===== src/rtl/rose_expect_pkg.sv =====
// Shared types and helpers for the rose/expect handshake sequencer.
package rose_expect_pkg;

   typedef enum logic [1:0] {
      IDLE      = 2'd0,
      WAIT_ROSE = 2'd1,
      WAIT_CHK  = 2'd2,
      DONE      = 2'd3
   } state_e;

   typedef enum logic [1:0] {
      RES_NONE = 2'd0,
      RES_PASS = 2'd1,
      RES_FAIL = 2'd2
   } result_e;

   localparam int unsigned SAT_W = 64;

   // Increment that sticks at the all-ones value of a width-bit field.
   function automatic logic [SAT_W-1:0] sat_inc(input logic [SAT_W-1:0] val,
                                                input int unsigned    width);
      logic [SAT_W-1:0] top;
      top = (width >= SAT_W) ? '1 : ((SAT_W'(1) << width) - SAT_W'(1));
      return (val >= top) ? val : val + SAT_W'(1);
   endfunction

endpackage


===== src/rtl/rose_delay_line.sv =====
// Rise detector plus the DELAY-deep pending-attempt shift register;
// each entry carries a tag marking the single-shot attempt.
module rose_delay_line #(
   parameter int DELAY = 10
) (
   input  logic clk,
   input  logic rst_n,
   input  logic a_i,
   input  logic allow_i,
   input  logic clr_i,
   input  logic tag_i,
   input  logic tag_kill_i,
   output logic launch_o,
   output logic chk_vld_o,
   output logic chk_tag_o,
   output logic pend_any_o
);

   logic             a_q, a_d;
   logic [DELAY:1]   pend_q, pend_d;
   logic [DELAY:1]   tag_q, tag_d;

   assign launch_o   = a_i & ~a_q & allow_i & ~clr_i;
   assign chk_vld_o  = pend_q[DELAY];
   assign chk_tag_o  = tag_q[DELAY];
   assign pend_any_o = |pend_q;

   always_comb begin
      a_d    = a_i;
      pend_d = '0;
      tag_d  = '0;
      if (!clr_i) begin
         pend_d[1] = launch_o;
         tag_d[1]  = launch_o & tag_i;
         for (int i = 2; i <= DELAY; i++) begin
            pend_d[i] = pend_q[i-1];
            tag_d[i]  = tag_q[i-1] & ~tag_kill_i;
         end
      end
   end

   always_ff @(posedge clk or negedge rst_n) begin
      if (!rst_n) begin
         a_q    <= 1'b0;
         pend_q <= '0;
         tag_q  <= '0;
      end else begin
         a_q    <= a_d;
         pend_q <= pend_d;
         tag_q  <= tag_d;
      end
   end

endmodule


===== src/rtl/rose_expect_ctrl.sv =====
// Sequencer/checker for "$rose(a) |-> ##DELAY b": launches attempts, reports
// results, keeps saturating statistics and runs the single-shot FSM.
module rose_expect_ctrl
   import rose_expect_pkg::*;
#(
   parameter int DELAY = 10,
   parameter int CNT_W = 16,
   parameter int TS_W  = 32
) (
   input  logic             clk,
   input  logic             rst_n,
   input  logic             en,
   input  logic             clr,
   input  logic             cont,
   input  logic             arm,
   input  logic             a_i,
   input  logic             b_i,
   output logic             attempt_o,
   output logic             pass_o,
   output logic             fail_o,
   output logic             done_o,
   output logic             busy_o,
   output logic [CNT_W-1:0] pass_cnt_o,
   output logic [CNT_W-1:0] fail_cnt_o,
   output logic             fail_seen_o,
   output logic [TS_W-1:0]  first_fail_ts_o
);

   state_e           state_q, state_d;
   result_e          res_q, res_d;
   logic             res_tag_q, res_tag_d;
   logic             attempt_q, attempt_d;
   logic             done_q, done_d;
   logic [CNT_W-1:0] pass_cnt_q, pass_cnt_d;
   logic [CNT_W-1:0] fail_cnt_q, fail_cnt_d;
   logic             fail_seen_q, fail_seen_d;
   logic [TS_W-1:0]  first_ts_q, first_ts_d;
   logic [TS_W-1:0]  ts_q, ts_d;

   logic launch, chk_vld, chk_tag, pend_any;
   logic allow, tag_req;

   assign allow   = en & (cont | (state_q == WAIT_ROSE));
   assign tag_req = ~cont & (state_q == WAIT_ROSE);

   rose_delay_line #(.DELAY(DELAY)) u_dl (
      .clk        (clk),
      .rst_n      (rst_n),
      .a_i        (a_i),
      .allow_i    (allow),
      .clr_i      (clr),
      .tag_i      (tag_req),
      .tag_kill_i (cont),
      .launch_o   (launch),
      .chk_vld_o  (chk_vld),
      .chk_tag_o  (chk_tag),
      .pend_any_o (pend_any)
   );

   always_comb begin
      ts_d        = ts_q + TS_W'(1);
      attempt_d   = launch;
      res_d       = RES_NONE;
      res_tag_d   = 1'b0;
      pass_cnt_d  = pass_cnt_q;
      fail_cnt_d  = fail_cnt_q;
      fail_seen_d = fail_seen_q;
      first_ts_d  = first_ts_q;
      state_d     = state_q;
      if (clr) begin
         pass_cnt_d  = '0;
         fail_cnt_d  = '0;
         fail_seen_d = 1'b0;
         first_ts_d  = '0;
         state_d     = IDLE;
      end else begin
         if (chk_vld) begin
            res_tag_d = chk_tag;
            if (b_i) begin
               res_d      = RES_PASS;
               pass_cnt_d = CNT_W'(sat_inc(SAT_W'(pass_cnt_q), CNT_W));
            end else begin
               res_d      = RES_FAIL;
               fail_cnt_d = CNT_W'(sat_inc(SAT_W'(fail_cnt_q), CNT_W));
               if (!fail_seen_q) begin
                  fail_seen_d = 1'b1;
                  first_ts_d  = ts_q;
               end
            end
         end
         // The single-shot attempt is considered resolved once its result pulse is visible.
         if (cont) begin
            state_d = IDLE;
         end else begin
            unique case (state_q)
               IDLE:      if (arm)    state_d = WAIT_ROSE;
               WAIT_ROSE: if (launch) state_d = WAIT_CHK;
               WAIT_CHK:  if (res_tag_q && (res_q != RES_NONE)) state_d = DONE;
               DONE:      state_d = IDLE;
               default:   state_d = IDLE;
            endcase
         end
      end
      done_d = (state_d == DONE);
   end

   always_ff @(posedge clk or negedge rst_n) begin
      if (!rst_n) begin
         state_q     <= IDLE;
         res_q       <= RES_NONE;
         res_tag_q   <= 1'b0;
         attempt_q   <= 1'b0;
         done_q      <= 1'b0;
         pass_cnt_q  <= '0;
         fail_cnt_q  <= '0;
         fail_seen_q <= 1'b0;
         first_ts_q  <= '0;
         ts_q        <= '0;
      end else begin
         state_q     <= state_d;
         res_q       <= res_d;
         res_tag_q   <= res_tag_d;
         attempt_q   <= attempt_d;
         done_q      <= done_d;
         pass_cnt_q  <= pass_cnt_d;
         fail_cnt_q  <= fail_cnt_d;
         fail_seen_q <= fail_seen_d;
         first_ts_q  <= first_ts_d;
         ts_q        <= ts_d;
      end
   end

   assign attempt_o       = attempt_q;
   assign pass_o          = (res_q == RES_PASS);
   assign fail_o          = (res_q == RES_FAIL);
   assign done_o          = done_q;
   assign busy_o          = (state_q != IDLE) | pend_any;
   assign pass_cnt_o      = pass_cnt_q;
   assign fail_cnt_o      = fail_cnt_q;
   assign fail_seen_o     = fail_seen_q;
   assign first_fail_ts_o = first_ts_q;

endmodule


===== config.mk =====
export PLATFORM = sky130hd
export DESIGN_NAME = rose_expect_ctrl
export DESIGN_NICKNAME = d
export VERILOG_FILES = /design/src/rtl/rose_expect_pkg.sv /design/src/rtl/rose_delay_line.sv /design/src/rtl/rose_expect_ctrl.sv
export SDC_FILE = /design/constraint.sdc
export NUM_CORES = 1
export LEC_CHECK = 0
export BUFFER_PORTS_ARGS = -buffer_cell sky130_fd_sc_hd__buf_4
export CAP_MARGIN = 20
export CORE_ASPECT_RATIO = 0.9
export CORE_UTILIZATION = 50
export CTS_CLUSTER_SIZE = 10
export DETAILED_ROUTE_END_ITERATION = 16
export PLACE_DENSITY = 0.75
export SLEW_MARGIN = 30
export SYNTH_ARGS = -nofsm -noshare
export SYNTH_HDL_FRONTEND = slang
export SYNTH_SLANG_ARGS = --single-unit

===== constraint.sdc =====
create_clock -name clk -period 5.2 [get_ports clk]
set_input_delay 1.56 -clock clk [delete_from_list [all_inputs] [get_ports clk]]
set_output_delay 1.56 -clock clk [all_outputs]
set_load 0.01 [all_outputs]

== After elaboration in Yosys (flattened, before gate mapping) ==
Index checks and enable logic that the tools add are counted.
Widths: inputs -> output; s select.

* Bits in registers: 125
* Bits of input ports: 8
* Output and inout bits: 70
* Word-level logic and storage cells: 87

* Add/sub/neg operators: 3
* $lt $le $gt $ge: 2
* Equality and inequality tests: 10
* Mux-type cells: 28
* Bitwise logic cells: 20
* Reduce and logical (&&, ||, !) cells: 11

{| class="wikitable"
|+ Operator list
! operator !! number
|-
| $mux 16 || 8
|-
| $mux 32 || 4
|-
| $add 16x1->16 const B || 2
|-
| $add 32x1->32 const B || 1
|-
| $ge 16x16->1 const B || 2
|-
| $mux 10 || 2
|-
| $mux 2 || 8
|-
| $and 1x1->1 || 15
|-
| $reduce_or 10->1 || 1
|-
| $reduce_and 3->1 || 3
|-
| $eq 2x2->1 const B || 4
|-
| $pmux 2 s4 || 1
|-
| $reduce_bool 2->1 || 4
|-
| $ne 2x2->1 const B || 3
|-
| $mux 1 || 5
|-
| $eq 2x1->1 const B || 2
|-
| $not 1->1 || 3
|-
| $logic_not 2->1 || 1
|-
| $ne 2x1->1 const B || 1
|-
| $or 1x1->1 || 2
|-
| $reduce_and 2->1 || 1
|-
| $logic_and 1x1->1 || 1
|}

== Longest topological paths before layout ==
Gate-level depths: netlist (run 1).

* Depth after elaboration: 10
* Gate-level depth with buffers: 6
* Depth with buffers taken out: 5

== Modules after synthesis ==
A second synthesis (run 1) with hierarchy kept.

* Cell total of the unflattened synthesis: 458
* Area, all modules: 5381.4 um2

{| class="wikitable"
|+ By module, submodules not included
! module !! instances !! cells each !! area each (um2) !! sequential area each (um2)
|-
| rose_expect_ctrl || 1 || 411 || 4672.0 || 2602.5
|-
| rose_delay_line || 1 || 47 || 709.4 || 525.5
|}

== Least setup slack after synthesis (run 1) ==
OpenSTA, ideal clock, no wires.

* Path kind: input-to-reg
* From: input port b_i
* To: register fail_cnt_q[14] (netlist: fail_cnt_o[14])
* Library setup time: 125 ps
* Arrival time: 2671 ps
* Data required time: 5075 ps
* Slack: 2405 ps
* Stages on the path: 4
* Path buffers: 0
* Cell sequence: and2b_1 o2111ai_4 nor4_1 mux2_2

* Longest elaborated chain between the ends: 2

{| class="wikitable"
|+ Ends and longest elaborated chain
! element !! line !! RTL
|-
| start: declaration || rose_expect_ctrl.sv:17 || <nowiki>input logic b_i,</nowiki>
|-
| $ne 2x1->1 (no source line) || n/a ||
|-
| $reduce_and 3->1 (no source line) || n/a ||
|-
| end signal: assignment || rose_expect_ctrl.sv:126 || <nowiki>fail_cnt_q <= fail_cnt_d;</nowiki>
|-
| end: declaration || rose_expect_ctrl.sv:35 || <nowiki>logic [CNT_W-1:0] fail_cnt_q, fail_cnt_d;</nowiki>
|}

Every way passes these cells.
A chain may end at the register's enable or synchronous reset.

== Final worst setup path (run 1) ==
* From: input port clr
* To: register fail_cnt_q[0] (netlist: fail_cnt_o[0])

* Longest elaborated chain between the ends: 2
* Elaborated cells on any way between the ends: 5
* Classes of those cells: eq/ne (2); mux (1); reduce/logical (2)

{| class="wikitable"
|+ Ends and longest elaborated chain
! element !! line !! RTL
|-
| start: declaration || rose_expect_ctrl.sv:13 || <nowiki>input logic clr,</nowiki>
|-
| $ne 2x2->1 (no source line) (tied with other cells) || n/a ||
|-
| $reduce_and 3->1 (no source line) || n/a ||
|}

Several ways; a longest one is shown, not always the timed one.

==> summary.txt, run 1 <==
Critical path
  • Setup crit end kind: flip-flop
  • Setup crit start kind: primary input
  • Critical path type: primary input to flip-flop
  • Critical-path top delay cell: nor4_2
  • CP Cell Sequence: buf_4 -> nor4_2 -> a2111oi_0 -> a21o_1
  • Maximum fanout along the worst path: 68
  • Crit-path max cell delay: a little under 900 ps
  • WP data arrival: between 3000 and 4000 ps
  • CP required: between 5000 and 6000 ps

Pwr
  • P_leak: about 0.0031 uW
  • Pwr dens: between 300 and 400 mW/mm^2
  • Seq pwr share: about 45%
  • Clock power frac: roughly 53%
  • Sw Share: between 20% and 30%
  • Combinational Power Share: approximately 2.3%
  • Switch Pwr: roughly 450 uW
  • Maximum vdd drop: approximately 180 uV
  • Internal: between 1500 and 2000 uW

Drt
  • TritonRoute pass-1 iters: 4
  • Residual DRC: 0
  • Detail Route Antenna Nets: 0
  • Vias/cell: a little under 6
  • DR WL/cell: roughly 17 um
  • Final WL: 11800 um
  • Initial DRC count: 312
  • Vias: 4133

Cells and area
  • Area Growth Syn to Fin: 23.4%
  • Non-Filler Instances: approximately 700
  • Antenna diodes: 0
  • Nets: 567
  • Fillers: ~780
  • Layout cells sized above 1: between 20% and 30%

Die
  • Die Width: about 110 um
  • # IOs: 78
  • CORE AREA: 0.0105 sq mm
  • # rows: 35
  • Die Y-Extent: 101 um
  • Die area: ~0.011 sq mm
  • Initial core utilization: 52.4%

Yosys
  • Synthesis warning total: 0
  • Post-synthesis simple-gate area fraction: 20.5%
  • Adder-Cell Fraction of Synth Area: less than 1%
  • Synth Register Bits: 124
  • Yosys top cell by area: dfrtp_1
  • Post-synth EDFFs: 0
  • Syn_nets: slightly below 500
  • Synthesized instance count: 475
  • Synth top area cells: dfrtp_1, a22o_1, xnor2_1
  • Post-Synth XOR/XNOR Area: about 4.8%
  • Count leader, synth: dfrtp_1
  • Share of the synthesized area in the top cell type: 56.6%
  • Largest family of logic cells by synthesized area: simple AND/OR/NAND/NOR gates
  • Compound-gate portion of the synthesized area: between 10% and 20%
  • Top cells by count, synth: dfrtp_1, a22o_1, nand3_1
  • Mapped Area: between 0.005 and 0.006 sq mm
  • Post-synthesis mux area share: 2.03%
  • Main synth FF type: dfrtp_1
  • Avg Inst Size Synth: roughly 12 sq um
  • Sequential element share of the synthesized area: a little under three fifths
  • Asr flop ratio synth: 100%
  • Post-synth cell types: 57

Global route
  • GR Util met3: just under 6%
  • GRT busiest layer: met2
  • Grt total ovfl: 0
  • Total GRT Usage: 22.3%
  • Number of global-route vias before repair: roughly 3900
  • Antenna violations before repair: 0
  • Routing usage on met2: approximately 34%
  • Met1 Resource Use GR: 31.3%
  • First-pass GRT wire length: approximately 20000 um
  • Largest net degree at the start of global routing: 73

Clocking
  • Clk sinks: 124
  • CTS Hold Buffers Added: 0
  • Worst-path clk slew: 50 ps
  • Htree depth: 4
  • Root Buffer: clkbuf_16
  • CTS max path bufs: 2
  • Clock tree from TritonCTS: built
  • CTS Buf Count: 17
  • Post-CTS Setup Bufs: 0
  • Worst-skew pair later-pin latency: around 400 ps
  • Post_cts resized: 0

STA
  • RSZ-0062 raised after global routing: false
  • Final min period: 3050 ps
  • Count of final hold-check violations: 0
  • Setup ws final: between 2000 and 2500 ps
  • Final setup vio count: 0
  • Achievable frequency: about 330 MHz
  • Final setup TNS: 0 ps
  • Period Utilization, post-route: between 50% and 60%
  • Worst slew margin: 38.5%
  • Max-slew violations: 0
  • Skew final: 5.79 ps
  • Tightest hold margin: approximately 440 ps
  • Slew @ Worst Pin: around 920 ps

Worst hold path
  • Hold Crit Class: flip-flop to flip-flop

Place
  • GPL Wtd Cong: 0.842
  • Setup Slack @ Placement: approximately 1800 ps
  • Cell count after placement: between 600 and 700
  • PortBufs: 77
  • Hpwl dp: just under 8000 um

Run
  • Max Cap Viol: 0

Outcome
  • Status: finished clean
cells by family after synthesis:
kind of cell,after synthesis
AOI/OAI and AO/OA,90
buffers and inverters,30
and+or+nand+nor,188
muxes,10
adders and majority gates,3
xor gates and xnor gates,30
DFF,124
critical path: cells and delay by family:
kind / cells / cell delay, ps
compound gates: 2 / 540
buf+inv: 1 / 330
simple gates: 1 / 890
per-layer routing:
layer	part of all wire (%)	routed length [um]	up-vias
li1	-	-	1928
met1	46	5470	2076
met2	47	5600	113
met3	5.0	593	16
met4	1.3	151	0
met5	0	0	-
per-stage QoR:
stage	utilization (%)	total power [uW]	area, sq um
global route	64.6	2230	6770
CTS	64.5	2170	6750
detailed placement	59.0	1040	6170
global placement	58.9	1030	6170
finish	64.6	2150	6770
floorplan	-	1000	5480
registers in the layout (all words and copies together) (netlist names):
| name | count |
|---|---|
| res_tag_q | 1 |
| u_dl.tag_q | 10 |
| res_q | 2 |
| state_q | 2 |
| pass_cnt_o | 16 |
| fail_cnt_o | 16 |
| u_dl.a_q | 1 |
| first_fail_ts_o | 32 |
| u_dl.pend_q | 10 |
| done_o | 1 |
| fail_seen_o | 1 |
| ts_q | 32 |
power by group through the flow:
stage | logic [uW] | registers (uW) | clock network (uW)
2_1_floorplan | 18.9 | 985 | 0
3_3_place_gp | 49.7 | 984 | 0
3_5_place_dp | 50.9 | 984 | 0
4_1_cts | 51.1 | 968 | 1160
5_1_grt | 57.3 | 967 | 1200
6_report | 49.6 | 968 | 1140
layout by cell type (no fill, tap or decap), types with 3 or more instances in the layout:
cell type and count:
a211oi_1 7, a21oi_1 16, a22o_1 33, and2_1 14, and3_1 9, and4_1 6
buf_4 80, clkbuf_16 17, clkinv_2 6, clkinvlp_4 3, dfrtp_1 124, ha_1 3
inv_1 10, mux2_2 9, nand2_1 18, nand2b_1 3, nand3_1 29, nand4_1 20
nor2_1 21, nor2b_1 22, nor3_1 9, nor3b_1 4, nor4_1 10, o21ai_0 6
o31ai_1 7, or4_1 6, xnor2_1 25, xor2_1 5
final timing paths:
kind                            depth (start not counted)              end          start  slack, ps
max in group asynchronous                               2  u_dl.pend_q[10]          rst_n       3220
worst max-delay path                                    4    fail_cnt_o[0]            clr       2150
min in group asynchronous                               1   pass_cnt_o[12]          rst_n       1160
worst min register to register                          1    u_dl.tag_q[9]  u_dl.tag_q[8]        440
worst max register to register                          5    fail_cnt_o[0]  fail_cnt_o[0]       2850
worst min-delay path                                    1    u_dl.tag_q[9]  u_dl.tag_q[8]        440
area by class of cell:
cell class	instances	area (sq um)	area share (%)
well taps	129	161	2.39
multi-input cells	321	2270	33.5
clock buffers	20	457	6.75
clock inverters	12	121	1.79
inverters	11	41.3	0.610
flip-flops and latches	124	3100	45.9
repair buffers	81	612	9.04
Note: power is estimated with default switching activity, not from simulation.
==> run 2, diff against run 1 <==
Settings changed: PLACE_DENSITY 0.75 to 0.78.
Clock period 5.2 ns to 2.7 ns, I/O delays scaled along.
==> summary.txt, run 2 (same netlist as run 1, synthesis figures left out) <==
Global route
  • First-pass GRT wire length: 20700 um (+5.5%)
  • Antenna violations before repair: 0 (unchanged)
  • Number of global-route vias before repair: 4095 (+4.7%)
  • Grt total ovfl: 0 (unchanged)
  • Largest net degree at the start of global routing: 46 (-37%)
  • Total GRT Usage: 23.4% (+1.1 points)

STA
  • Final setup vio count: 0 (unchanged)
  • Skew final: 10.5 ps (+4.74 ps)
  • Achievable frequency: ~450 MHz
  • Final min period: ~2200 ps
  • Count of final hold-check violations: 0 (unchanged)
  • Slew @ Worst Pin: 875 ps (-39.7 ps)
  • Max-slew violations: 0 (unchanged)
  • Final setup TNS: 0 ps (unchanged)
  • Tightest hold margin: 414 ps (-30.3 ps)
  • Period Utilization, post-route: between 80% and 90%
  • Worst slew margin: 41.1% (+2.6 points)
  • RSZ-0062 raised after global routing: false

Cells and area
  • Commonest non-fill, non-tap cell in the layout: dfrtp_1
  • Nets: 577 (+1.8%)
  • Fillers: 793 (+1.8%)
  • Commonest non-fill, non-tap cells in the layout: dfrtp_1, buf_4, a22o_1, nand3_1, xnor2_1
  • Layout Utilization: 65.2% (+0.54 points)
  • Footprint of the multi-input gates: 0.00226 sq mm (-0.61%)
  • Finished Cell Area: 0.00682 sq mm (+0.83%)
  • Antenna diodes: 0 (unchanged)
  • Area Growth Syn to Fin: 24.4%
  • Layout cells sized above 1: 25.6% (+0.96 points)
  • Reg area: 0.00310 sq mm (unchanged)

Pwr
  • Clock power frac: 52.3% (-0.4 points)
  • Internal: 3170 uW (+86%)
  • Pwr dens: 604 mW/mm^2 (+90%)
  • Switch Pwr: 953 uW (+110%)
  • Sw Share: 23.1% (+2.2 points)
  • P_leak: 0.00319 uW (+1.5%)
  • Combinational Power Share: 2.5% (+0.2 points)
  • Maximum vdd drop: 376 uV (+110%)
  • Seq pwr share: 45.2% (+0.2 points)

Clocking
  • Post-CTS Setup Bufs: 0 (unchanged)
  • CTS max path bufs: 2 (unchanged)
  • CTS Hold Buffers Added: 0 (unchanged)
  • Post_cts resized: 0 (unchanged)
  • Worst-path clk slew: 60 ps (about the same)
  • Root Buffer: clkbuf_16
  • Clock tree from TritonCTS: built
  • CTS Buf Count: 17 (unchanged)
  • Worst-skew pair later-pin latency: 410 ps (about the same)
  • Htree depth: 4 (unchanged)
  • Clk sinks: 124 (unchanged)

Drt
  • Initial DRC count: 343 (+9.9%)
  • DR WL/cell: 17.5 um (+3.2%)
  • TritonRoute pass-1 iters: 5 (+1)
  • Final WL: 12400 um (+4.7%)
  • Detail Route Antenna Nets: 0 (unchanged)
  • Vias/cell: 5.94 (+0.35%)
  • Residual DRC: 0 (unchanged)
  • Vias: 4207 (+1.8%)

Place
  • PortBufs: 77 (unchanged)
  • Hpwl dp: 8240 um (+6.5%)
  • Dpl cell area: 0.00626 sq mm (+1.3%)
  • GPL Wtd Cong: 0.867 (+2.9%)

Critical path
  • Reg2Reg Setup Slack: 590 ps (-2260 ps)
  • Maximum fanout along the worst path: 5 (-93%)
  • Setup crit start kind: flip-flop
  • Critical-path top delay cell: dfrtp_1
  • Crit-path max cell delay: 430 ps (-460 ps)
  • Critical path type: flip-flop to output pin
  • Setup crit end kind: output pin
  • R2R depth: 5 (unchanged)
  • WP data arrival: 1390 ps (-1950 ps)
  • CP required: 1890 ps (-3600 ps)
  • CP Cell Sequence: nor4_1 -> nand3_1 -> buf_4

Die
  • # IOs: 78 (unchanged)
  • # rows: 35 (unchanged)
  • Die Y-Extent: 101 um (unchanged)
  • Initial core utilization: 52.4% (unchanged)
  • Die Width: 112 um (unchanged)
  • CORE AREA: 0.0105 sq mm (unchanged)
  • Die area: 0.0114 sq mm (unchanged)

Run
  • Max Cap Viol: 0 (unchanged)

Worst hold path
  • Hold Crit Class: primary input to asynchronous set/reset pin

Outcome
  • Status: finished clean
[run 2: cell type report]
type | count | area share (%)
clock inverters | 15 | 2.04
flip-flops and latches | 124 | 45.5
repair buffers | 91 | 10.2
well taps | 129 | 2.37
inverters | 11 | 0.605
clock buffers | 17 | 6.24
multi-input cells | 321 | 33.1
[run 2: routing by layer]
| metal | global-route usage (%) | share of wire [%] |
|---|---|---|
| met1 | 32.2 | 47 |
| met5 | 0 | 0 |
| met2 | 36.4 | 48 |
| met4 | 9.44 | 1.3 |
| met3 | 5.27 | 4.3 |
[run 2: critical path, delay by kind of cell, from the launching register on]
kind          cells  cell delay, ps
buf+inv           1             160
flops             1             430
simple gates      2             400
[run 2: path summary, 6_finish.rpt]
kind,start,endpoint
max in group asynchronous,rst_n,u_dl.pend_q[8]
hold reg to reg,u_dl.tag_q[4],u_dl.tag_q[5]
setup / recovery,state_q[1],busy_o
min in group clk,u_dl.tag_q[4],u_dl.tag_q[5]
hold / removal,rst_n,pass_cnt_o[14]
setup reg to reg,pass_cnt_o[0],pass_cnt_o[14]
[run 2: through the flow]
step | total power [uW] | cells | worst slack, ps
2_1_floorplan | 1930 | 475 | 655
3_3_place_gp | 2000 | 676 | 359
3_5_place_dp | 2000 | 676 | 301
4_1_cts | 4150 | 708 | 470
5_1_grt | 4240 | 708 | 404
6_report | 4120 | 708 | 499
[run 2: power by group through the flow]
| stage | clock [uW] | sequential (uW) | combinational (uW) |
|---|---|---|---|
| after detailed placement | 0 | 1900 | 105 |
| after global placement | 0 | 1900 | 102 |
| final | 2150 | 1860 | 104 |
| after global routing | 2260 | 1860 | 117 |
| after CTS | 2180 | 1860 | 106 |
| after floorplan | 0 | 1900 | 36.5 |
==> run 3, diff against run 2 <==
Settings changed: PLACE_DENSITY 0.78 to 0.75.
Clock period 2.7 ns to 2.3 ns, I/O delays scaled along.
==> summary.txt, run 3 (same netlist as run 1, synthesis figures left out) <==
Outcome
  • Status: finished clean

Critical path
  • Worst r2r dst: pass_cnt_o[14]
  • R2R depth: 5 (unchanged)
  • Critical-path top delay cell: dfrtp_1
  • Setup crit end kind: output pin
  • Crit-path max cell delay: 430 ps (about the same)
  • CP required: 1610 ps (-280 ps)
  • Maximum fanout along the worst path: 5 (unchanged)
  • Reg2Reg Setup Slack: 330 ps (-260 ps)
  • WP data arrival: 1440 ps (+50 ps)
  • Delay-heaviest family, CP: flip-flops
  • R2R Path Start: pass_cnt_o[0]
  • Setup crit start kind: flip-flop
  • Critical path type: flip-flop to output pin
  • Worst path bufs/invs: 1 (unchanged)
  • CP Cell Sequence: nor4_1 -> nand3_1 -> buf_4

Clocking
  • Post_cts resized: 0 (unchanged)
  • Post-CTS Setup Bufs: 0 (unchanged)
  • CTS Hold Buffers Added: 0 (unchanged)
  • Root Buffer: clkbuf_16
  • Clock tree from TritonCTS: built
  • Clk sinks: 124 (unchanged)
  • CTS max path bufs: 2 (unchanged)
  • Worst-path clk slew: 50 ps (about the same)
  • Htree depth: 4 (unchanged)
  • Worst-skew pair later-pin latency: 420 ps (about the same)
  • CTS Buf Count: 17 (unchanged)

Die
  • Die area: 0.0114 sq mm (unchanged)
  • Die Width: 112 um (unchanged)
  • Die Y-Extent: 101 um (unchanged)
  • # IOs: 78 (unchanged)
  • # rows: 35 (unchanged)
  • CORE AREA: 0.0105 sq mm (unchanged)
  • Initial core utilization: 52.4% (unchanged)

STA
  • Period Utilization, post-route: 92.8%
  • Final min period: roughly 2100 ps
  • Setup ws final: 167 ps (-332 ps)
  • Final setup TNS: 0 ps (unchanged)
  • Max-slew violations: 0 (unchanged)
  • Slew @ Worst Pin: 679 ps (-197 ps)
  • RSZ-0062 raised after global routing: false
  • Skew final: 11.1 ps (+0.611 ps)
  • Achievable frequency: roughly 470 MHz
  • Count of final hold-check violations: 0 (unchanged)
  • Worst slew margin: 54.8% (+14 points)
  • Final setup vio count: 0 (unchanged)

Pwr
  • P_leak: 0.00326 uW (+2.2%)
  • Total power: 5040 uW (+22%)
  • Maximum vdd drop: 595 uV (+58%)
  • Pwr dens: 727 mW/mm^2 (+20%)

Cells and area
  • Commonest non-fill, non-tap cells in the layout: dfrtp_1, buf_4, a22o_1, nand3_1, xnor2_1
  • Layout cells sized above 1: 25.9% (+0.29 points)
  • Nets: 584 (+1.2%)
  • Commonest non-fill, non-tap cell in the layout: dfrtp_1
  • Area Growth Syn to Fin: 26.4%
  • Antenna diodes: 0 (unchanged)
  • Finished Cell Area: 0.00693 sq mm (+1.6%)
  • Non-Filler Instances: 713 (+0.71%)

Run
  • Max Cap Viol: 0 (unchanged)

Drt
  • TritonRoute pass-1 iters: 5 (unchanged)
  • DR WL/cell: 16.8 um (-4.1%)
  • Vias/cell: 5.93 (-0.23%)
  • Residual DRC: 0 (unchanged)
  • Final WL: 12000 um (-3.4%)
  • Vias: 4227 (+0.48%)
  • Detail Route Antenna Nets: 0 (unchanged)
  • Initial DRC count: 344 (+0.29%)

Global route
  • First-pass GRT wire length: 20100 um (-2.9%)
  • GRT busiest layer: met2
  • Total GRT Usage: 22.9% (-0.44 points)
  • GR Util met3: 6.82% (+1.6 points)
  • Routing usage on met2: 33.7% (-2.7 points)
  • Antenna violations before repair: 0 (unchanged)
  • Largest net degree at the start of global routing: 125 (+170%)
  • Grt total ovfl: 0 (unchanged)
  • Met1 Resource Use GR: 32.5% (+0.36 points)
  • Number of global-route vias before repair: 3996 (-2.4%)

Place
  • Cell count after placement: 683 (+1.0%)
  • GPL Wtd Cong: 0.867 (about the same)
  • Setup Slack @ Placement: 76.4 ps (-225 ps)
  • Hpwl dp: 8050 um (-2.3%)
  • PortBufs: 77 (unchanged)
  • Dpl cell area: 0.00632 sq mm (+1.0%)

Worst hold path
  • Hold Crit Class: primary input to asynchronous set/reset pin
[run 3: how the worst max path moves through the flow]
stage / from / slack (ps) / cells after the start / to
after floorplan: b_i / 370 / 4 / fail_cnt_o[14]
after global placement: b_i / 110 / 5 / fail_cnt_o[14]
after detailed placement: b_i / 80 / 5 / fail_cnt_o[14]
after CTS: state_q[1] / 130 / 3 / busy_o
after global routing: state_q[1] / 50 / 3 / busy_o
final: state_q[1] / 170 / 3 / busy_o
[run 3: report_power, final]
group / switching (uW) / total, uW / internal [uW]
clock network: 898 / 2730 / 1830
logic: 88.4 / 119 / 30.2
registers: 1.70 / 2190 / 2190
total: 988 / 5040 / 4050
[run 3: layer usage]
metal,wire length [um],vias to the layer above
met5,0,-
met4,176,0
met3,644,20
met2,5500,129
met1,5640,2104
li1,-,1974
[run 3: area by class of cell]
class | instances | area (sq um)
Timing Repair Buffer | 98 | 761
Sequential cell | 124 | 3100
Fill cell | 790 | 3530
Clock buffer | 24 | 502
Multi-Input combinational cell | 321 | 2260
Inverter | 11 | 41.3
Tap cell | 129 | 161
Clock inverter | 6 | 109
[run 3: stage by stage]
| step | util (%) | hold slack [ps] |
|---|---|---|
| 2_1_floorplan | - | 394 |
| 3_3_place_gp | 60.4 | 435 |
| 3_5_place_dp | 60.4 | 440 |
| 4_1_cts | 66.2 | 388 |
| 5_1_grt | 66.2 | 394 |
| 6_report | 66.2 | 318 |
[run 3: worst reg2reg max path, delay by kind of cell, from the launching register on]
kind                       cells  cell delay (ps)
AOI/OAI and AO/OA              1              130
muxes                          1              370
and+or+nand+nor                2              660
DFF                            1              420
adders and majority gates      1              280
